===== src/rtl/reg_file_pkg.sv =====
// Shared constants and helpers for the decoded register file.
// Imported by the interface, the write decoder and the register file top.
package reg_file_pkg;

   localparam int ADDR_W_DEF = 5;
   localparam int DATA_W_DEF = 32;
   localparam int ZERO_ADDR  = 0;

   // Number of entries addressed by an aw-bit address.
   function automatic int depth(input int aw);
      return 1 << aw;
   endfunction

endpackage : reg_file_pkg


===== src/rtl/reg_file_dec_if.sv =====
// Write and dual-read bus of the register file.
// The master drives addresses and write data; the slave returns read data and the decoded write vector.
interface reg_file_dec_if
   import reg_file_pkg::*;
#(
   parameter int ADDR_W = ADDR_W_DEF,
   parameter int DATA_W = DATA_W_DEF
);

   logic                       wr_en;
   logic [ADDR_W-1:0]          awr;
   logic [DATA_W-1:0]          din;
   logic [ADDR_W-1:0]          ard1;
   logic [ADDR_W-1:0]          ard2;
   logic [DATA_W-1:0]          dout1;
   logic [DATA_W-1:0]          dout2;
   logic [depth(ADDR_W)-1:0]   wr_one_hot;

   modport master (
      output wr_en, awr, din, ard1, ard2,
      input  dout1, dout2, wr_one_hot
   );

   modport slave (
      input  wr_en, awr, din, ard1, ard2,
      output dout1, dout2, wr_one_hot
   );

endinterface : reg_file_dec_if


===== src/rtl/dec_n.sv =====
// Generic N-to-2^N one-hot decoder with enable.
// Output is all zeros when disabled, otherwise exactly bit sel is set.
module dec_n
   import reg_file_pkg::*;
#(
   parameter int N = ADDR_W_DEF
) (
   input  logic                en,
   input  logic [N-1:0]        sel,
   output logic [depth(N)-1:0] y
);

   // NOTE: every variable assigned in always_comb gets a default first, so no latch is inferred.
   always_comb begin
      y = '0;
      if (en) y[sel] = 1'b1;
   end

endmodule : dec_n


===== src/rtl/reg_file_dec.sv =====
// Two-read, one-write register file whose write port is driven by a one-hot decoder.
// Optional hard-wired zero entry, same-cycle write bypass and registered read data.
module reg_file_dec
   import reg_file_pkg::*;
#(
   parameter int ADDR_W   = ADDR_W_DEF,
   parameter int DATA_W   = DATA_W_DEF,
   parameter bit ZERO_REG = 1'b1,
   parameter bit BYPASS   = 1'b1,
   parameter bit REG_READ = 1'b0
) (
   input  logic           clk,
   input  logic           rst,
   reg_file_dec_if.slave  bus
);

   localparam int DEPTH = depth(ADDR_W);

   logic [DEPTH-1:0]  one_hot;
   logic [DEPTH-1:0]  wr_mask;
   logic [DATA_W-1:0] mem [DEPTH];

   dec_n #(.N(ADDR_W)) u_dec (
      .en  (bus.wr_en),
      .sel (bus.awr),
      .y   (one_hot)
   );

   assign bus.wr_one_hot = one_hot;

   // The decoded vector stays visible on the bus; only the storage enable drops entry 0.
   assign wr_mask = ZERO_REG ? {one_hot[DEPTH-1:1], 1'b0} : one_hot;

   // NOTE: the array is cleared by reset because every entry must read 0 after reset, so it maps to flops, not RAM.
   always_ff @(posedge clk or posedge rst) begin
      if (rst) begin
         for (int k = 0; k < DEPTH; k++) mem[k] <= '0;
      end else begin
         for (int k = 0; k < DEPTH; k++) begin
            if (wr_mask[k]) mem[k] <= bus.din;
         end
      end
   end

   for (genvar p = 0; p < 2; p++) begin : g_rd
      logic [ADDR_W-1:0] a;
      logic [DATA_W-1:0] raw;
      logic [DATA_W-1:0] q;

      assign a = (p == 0) ? bus.ard1 : bus.ard2;

      // Zero entry has priority over bypass so a write to address 0 never leaks to a reader.
      always_comb begin
         raw = mem[a];
         if (BYPASS && bus.wr_en && (bus.awr == a)) raw = bus.din;
         if (ZERO_REG && (a == ADDR_W'(ZERO_ADDR))) raw = '0;
      end

      if (REG_READ) begin : g_reg
         always_ff @(posedge clk or posedge rst) begin
            if (rst) q <= '0;
            else     q <= raw;
         end
      end else begin : g_comb
         assign q = raw;
      end
   end

   assign bus.dout1 = g_rd[0].q;
   assign bus.dout2 = g_rd[1].q;

endmodule : reg_file_dec


===== src/flat_wrapper.sv =====
// flat-port wrapper written by rule: the top's interface ports become plain ports
module reg_file_dec_flat import reg_file_pkg::*;
#(
   parameter int ADDR_W   = ADDR_W_DEF,
   parameter int DATA_W   = DATA_W_DEF,
   parameter bit ZERO_REG = 1'b1,
   parameter bit BYPASS   = 1'b1,
   parameter bit REG_READ = 1'b0
)
  (clk, rst, bus_wr_en, bus_awr, bus_din, bus_ard1, bus_ard2, bus_dout1, bus_dout2, bus_wr_one_hot);
  reg_file_dec_if #(.ADDR_W(ADDR_W), .DATA_W(DATA_W)) bus_i ();
  input  logic clk;
  input  logic rst;
  input wire logic [$bits(bus_i.wr_en)-1:0] bus_wr_en;
  input wire logic [$bits(bus_i.awr)-1:0] bus_awr;
  input wire logic [$bits(bus_i.din)-1:0] bus_din;
  input wire logic [$bits(bus_i.ard1)-1:0] bus_ard1;
  input wire logic [$bits(bus_i.ard2)-1:0] bus_ard2;
  output wire logic [$bits(bus_i.dout1)-1:0] bus_dout1;
  output wire logic [$bits(bus_i.dout2)-1:0] bus_dout2;
  output wire logic [$bits(bus_i.wr_one_hot)-1:0] bus_wr_one_hot;
  assign bus_i.wr_en = bus_wr_en;
  assign bus_i.awr = bus_awr;
  assign bus_i.din = bus_din;
  assign bus_i.ard1 = bus_ard1;
  assign bus_i.ard2 = bus_ard2;
  assign bus_dout1 = bus_i.dout1;
  assign bus_dout2 = bus_i.dout2;
  assign bus_wr_one_hot = bus_i.wr_one_hot;
  reg_file_dec #(.ADDR_W(ADDR_W), .DATA_W(DATA_W), .ZERO_REG(ZERO_REG), .BYPASS(BYPASS), .REG_READ(REG_READ)) u_core (.clk(clk), .rst(rst), .bus(bus_i));
endmodule

===== config.mk =====
export PLATFORM = sky130hd
export DESIGN_NAME = reg_file_dec_flat
export DESIGN_NICKNAME = d
export VERILOG_FILES = /design/src/rtl/reg_file_pkg.sv /design/src/rtl/reg_file_dec_if.sv /design/src/rtl/dec_n.sv /design/src/rtl/reg_file_dec.sv /design/src/flat_wrapper.sv
export SDC_FILE = /design/constraint.sdc
export NUM_CORES = 2
export LEC_CHECK = 0
export ABC_CLOCK_PERIOD_IN_PS = 60500
export CAP_MARGIN = 20
export CELL_PAD_IN_SITES_DETAIL_PLACEMENT = 1
export CELL_PAD_IN_SITES_GLOBAL_PLACEMENT = 2
export CORE_MARGIN = 8
export CORE_UTILIZATION = 35
export CTS_CLUSTER_DIAMETER = 40
export DETAILED_ROUTE_END_ITERATION = 10
export MAX_ROUTING_LAYER = met4
export PLACE_DENSITY_LB_ADDON = 0.25
export REMOVE_ABC_BUFFERS = 1
export SETUP_SLACK_MARGIN = 0.15
export SYNTH_ARGS = -nofsm -noshare
export SYNTH_HDL_FRONTEND = slang
export SYNTH_SLANG_ARGS = --single-unit

===== constraint.sdc =====
create_clock -name clk -period 60.5 [get_ports clk]
set_input_delay 9.075 -clock clk [delete_from_list [all_inputs] [get_ports clk]]
set_output_delay 9.075 -clock clk [all_outputs]
set_load 0.01 [all_outputs]

; ---- Word-level counts from Yosys, hierarchy flattened
; Index checks and enable logic that the tools add are counted.
[op_classes]
n_lt_le_gt_ge = 4
n_eq_ne = 2
muxes = 13
n_bitwise = 2
n_reduce_logical = 5
[op_table]
columns = op, count
row1 = 32-bit binary-select mux with 5-bit select, 2
row2 = 32-bit 2-to-1 mux, 9
row3 = "6-bit >= comparator, second input constant", 2
row4 = 5-bit NOT with 6-bit output, 2
row5 = 5-bit == test, 2
row6 = 5-bit zero test, 2
row7 = "5-bit by 6-bit less-than comparator with 1-bit output, second input constant", 1
row8 = 1-bit demux with 5-bit select, 1
row9 = "5-bit by 1-bit >= comparator with 1-bit output, second input constant", 1
row10 = 1-bit logical AND, 3
row11 = 1-bit 2-to-1 mux, 1
[word_totals]
regBits = 992
inputBits = 50
out_inout_bits = 96

; ---- Longest topological paths before layout
[logic_depth]
ltp_word = 6
mapped_depth = 9
depth_no_buf = 5

; ---- Modules after synthesis
; From an unflattened synthesis, not the netlist that was laid out.
[hier_totals]
hier_cells = 3702
area_unflattened_um2 = 54019.3
[modules_own_cells]
columns = mod, instances, cells_per_inst, area_per_inst_um2
row1 = reg_file_dec, 1, 3655, 53789.1
row2 = dec_n, 1, 47, 230.2

; ---- Least setup slack after synthesis
; No wires, ideal clock.
[synth_timing]
kind = input to output
startpoint = in bus_ard2[0]
endpoint = out bus_dout2[1]
t_arrival_ns = 10.694
t_required_ns = 51.425
slack_ns = 40.731
cell_stages = 8
n_path_buf = 3
cell_sequence = clkbuf_1 -> buf_4 -> buf_1 -> mux2_2 -> a22oi_1 -> nor2_1 -> o311ai_0 -> a31oi_1
[synth_via]
elab_chain_len = 6
elab_cells_between_ends = 9
cone_classes = 1 x eq/ne / 5 x mux / 1 x bitwise / 2 x reduce/logical
[synth_rtl]
columns = item, line
row1 = "start, declared", flat_wrapper.sv:18  ; input wire logic [$bits(bus_i.ard2)-1:0] bus_ard2;
row2 = 5-bit NOT with 6-bit output (not written as such), reg_file_dec.sv:54  ; raw = mem[a];
row3 = 32-bit binary-select mux with 5-bit select, reg_file_dec.sv:54
row4 = 32-bit 2-to-1 mux (not written as such) (2 in a row), reg_file_dec.sv:54
row5 = 32-bit 2-to-1 mux, reg_file_dec.sv:55  ; if (BYPASS && bus.wr_en && (bus.awr == a)) raw = bus.din;
row6 = 32-bit 2-to-1 mux *, reg_file_dec.sv:56  ; if (ZERO_REG && (a == ADDR_W'(ZERO_ADDR))) raw = '0;
row7 = "end, declared", flat_wrapper.sv:20  ; output wire logic [$bits(bus_i.dout2)-1:0] bus_dout2;
; Every way passes the cells marked *; elsewhere a longest branch is shown, timed or not. The select of a mux whose other input is x is not followed.

; ---- Final worst setup path
[layout_timing]
startpoint = in bus_ard1[0]
endpoint = out bus_dout1[28]
[layout_via]
elab_chain_len = 6
elab_cells_between_ends = 9
cone_classes = 1 x eq/ne / 5 x mux / 1 x bitwise / 2 x reduce/logical
[layout_rtl]
columns = item, line
row1 = "start, declared", flat_wrapper.sv:17  ; input wire logic [$bits(bus_i.ard1)-1:0] bus_ard1;
row2 = 5-bit NOT with 6-bit output (not written as such), reg_file_dec.sv:54
row3 = 32-bit binary-select mux with 5-bit select, reg_file_dec.sv:54
row4 = 32-bit 2-to-1 mux (not written as such) (2 in a row), reg_file_dec.sv:54
row5 = 32-bit 2-to-1 mux, reg_file_dec.sv:55
row6 = 32-bit 2-to-1 mux *, reg_file_dec.sv:56
row7 = "end, declared", flat_wrapper.sv:19  ; output wire logic [$bits(bus_i.dout1)-1:0] bus_dout1;
; Marked as above.

==> reports/results.txt <==
In the layout the commonest cells are nand2_1, dfrtp_1, mux2_2. The number of placed cells counting well taps is 6304. The run gives 3 as the largest buffer count on any clock path.

Cell repeated most along the worst path: buf_4. Capture instance of the worst register-to-register path: u_core.mem[167]. In this run the clock root is driven by a clkbuf_16. The largest single stage delay on the critical path is 870 ps. IR analysis of the VDD net gives a maximum drop of 0.0000238 V.

The Yosys step of the flow raised 0 warnings. Summing all multi-input logic gate instances after layout gives 27100 um^2. The summed negative setup slack over all endpoints is 0 ps, and the number of storage elements in the synthesis netlist is 992. Of all cell types, the one taking the most synthesized area is dfrtp_1.

The worst-case reg-to-reg path depth was 1; the number of rows in the core area was 144. Summing all non-filler instances in the final layout gives an area of 63200 um^2. The register with the most flip-flops in the layout has 992 of them. In this run the register-to-register setup slack is 59700 ps. Summing the sequential cell areas from Yosys gives 46.1% of the chip area. The fraction of final layout cells sized beyond drive strength 1 was 35.8%; the total power draw was 2340 uW.

The tools report the number of iterations in the first detailed-routing pass as 5. The logs give 37410 ps for the setup slack after layout and 51430 ps for the data required time at the worst endpoint. The area growth from synthesis to layout is 17.6%. Yosys mapped a number of flops with a built-in enable equal to 0. The shortest clock period the worst path allows after layout was 23090 ps. The run gives 14020 ps as the data arrival time of the worst path.

Top cell type's share of synthesized area: 46.1%. Master of the slowest instance on the critical path: buf_4. The final critical path takes up 38.2% of the cycle. The total clock buffers created by CTS was 169; the largest net degree at the start of global routing was 152. The synthesized netlist occupies a cell area of 53800 um^2. The transition time at the pin with the least slew margin was 1160 ps. The clock drives 992 sinks. Synthesis instantiated 48 different standard cells from the library. After detailed routing, the number of vias per cell comes to 5.95. The largest fanout of any net on the critical path is 47.

Walking the worst path, the cells encountered are buf_8 -> buf_4 -> buf_4 -> buf_4 -> mux4_2 -> nor2b_1 -> or3_1 -> a21oi_1 -> o221a_1 -> clkdlybuf4s50_1. Source of the worst register-to-register timing path: u_core.mem[167]. More flip-flops sit in one register than any other, and that register is u_core.mem. The run gives 0 as the post-CTS setup buffer count.

The number of buffers inserted by port buffering works out to 145. The die span in y works out to 408 um. Dividing the detail-routed wire length by the instance count gives 32.3 um. Starting utilization of the core area: 35.1%.

Post-route clock skew: 0 ps. The worst hold path belongs to the class reg -> reg. The largest registers in the layout are u_core.mem (992).

The logs give 0 for the final hold violation count and 57100 um^2 for the total cell area at the placement stage. Counting every instance in the synthesized netlist gives 4421. The core region is 153000 um^2. For this run, the number of standard cells in the final layout without fillers is 6632. After legalization and detailed placement, the total HPWL measured 122 mm. The logs give 43.3 MHz for the peak clock frequency supported by timing and 0 for the count of maximum capacitance violations. Fill cells in the final layout number 15800.

The pre-CTS setup slack is 37410 ps. After synthesis, the cell types taking the most area are dfrtp_1, mux4_2, mux2_2, nand2_1, mux2i_1. Setup repair after global routing left no endpoint under its margin. The tools report the remaining routing DRC violations as 0.

TritonCTS built the clock tree. The flow ran to the end, and the final reports show no timing, DRC or antenna violations. The power per cell area was 37.0 nW/um^2. The detailed router placed 39400 vias in this run.

The clock insertion delay at the later pin of the skew report is 780 ps, and the global route total overflow is 0. The run gives 167000 um^2 as the die footprint. The violation count after the first detailed-route iteration was 3522. The combined flip-flop and latch cell area is 24800 um^2, and the net total in the final layout is 4486. Static power due to leakage: 0.0278 uW. The most critical setup path has its startpoint at bus_ard1[0].

The run gives 10 as the initial antenna violation count. From left edge to right edge, the die measures 408 um. The mean instance size in the synthesized netlist was 12.2 um^2. The total global routing track utilization came out at 26.1%.

The via count of the first global-routing pass was 42200; the post-detailed-routing wire length was 214 mm. The worst setup path is captured at an output port. The routability-driven placement congestion ratio came out at 0.797.

Following the worst setup path forward leads to its endpoint at bus_dout1[28]. STA classifies the critical path startpoint as an input port. The total setup violations reported at the end of the flow was 0. The tools report the relative slew slack as 21.9%. Most common cell after layout, fill and taps aside: nand2_1. The count of nets left with antenna violations once routing finished came out at 0. Once the clock tree was built, the resizer swapped 0 gates to a different size. The run gives 4 as the number of H-tree levels.

The number of top-level pins is 146, and the first-pass GRT wire length is 315 mm. The number of slew-limit violations in the final report was 0; the clock-pin slew of the registers on the worst-case setup and hold paths was 50 ps. For this run, asynchronously set or reset flops after synthesis account for 100%. The most used flip-flop cell after synthesis is dfrtp_1. The post-cts hold buffer count is 0.

The critical path in this run is classified as in -> out.
## synthesized netlist by cell type, drive strengths merged (34+ instances only)
master	n
a22oi	126
buf	213
clkbuf	234
dfrtp	992
mux2	704
mux2i	129
mux4	416
nand2	1109
nor2	85
nor2b	34
## cell type report
type	instances	share of cell area, %
Antenna cell	10	0.0396
Clock buffer	212	7.34
Clock inverter	101	2.21
Inverter	17	0.113
Multi-Input combinational cell	2965	42.9
Sequential cell	992	39.2
Tap cell	2044	4.04
Timing Repair Buffer	291	4.09
## report_power, final
part | total, uW | switching [uW] | internal (uW)
sequential | 890 | 97.5 | 793
clock | 1030 | 370 | 655
combinational | 425 | 193 | 233
total | 2340 | 660 | 1680
## worst min-delay path by stage
stage,start,endpoint,slack (ps),cells after the start
4_1_cts,u_core.mem[442],u_core.mem[442],490,2
5_1_grt,u_core.mem[641],u_core.mem[641],520,2
3_3_place_gp,u_core.mem[432],u_core.mem[432],470,2
6_report,u_core.mem[442],u_core.mem[442],490,2
3_5_place_dp,u_core.mem[442],u_core.mem[442],480,2
2_1_floorplan,u_core.mem[896],u_core.mem[896],460,2
## critical path, delay by kind of cell
| kind | cells | cell delay (ps) |
|---|---|---|
| AO/OA/AOI/OAI | 2 | 920 |
| buffers and inverters | 5 | 3090 |
| multiplexers | 1 | 370 |
| AND/OR/NAND/NOR | 2 | 390 |
## layer usage
| metal | wire length (um) | up-vias | track usage, % |
|---|---|---|---|
| li1 | - | 16200 | - |
| met1 | 92800 | 21400 | 34.9 |
| met2 | 100000 | 1390 | 40.4 |
| met3 | 13400 | 432 | 4.72 |
| met4 | 7430 | 0 | 8.82 |
| met5 | 0 | - | - |
## per-stage QoR
step	hold slack (ps)	util, %
6_report	492	41.2
3_5_place_dp	481	37.3
3_3_place_gp	471	37.2
5_1_grt	515	41.2
2_1_floorplan	457	-
4_1_cts	493	41.2
## cells by family (layout without fill, tap and decap cells)
logic type / Yosys count / after routing / synth area share [%]
other: 0 / 10 / 0
muxes: 1249 / 1249 / 34.6
DFF: 992 / 992 / 46.1
and+or+nand+nor: 1293 / 1293 / 9.55
xor gates and xnor gates: 10 / 10 / 0.163
buffers and inverters: 464 / 621 / 3.81
AOI/OAI and AO/OA: 413 / 413 / 5.78
No activity file was read; power rests on OpenSTA's default activity.
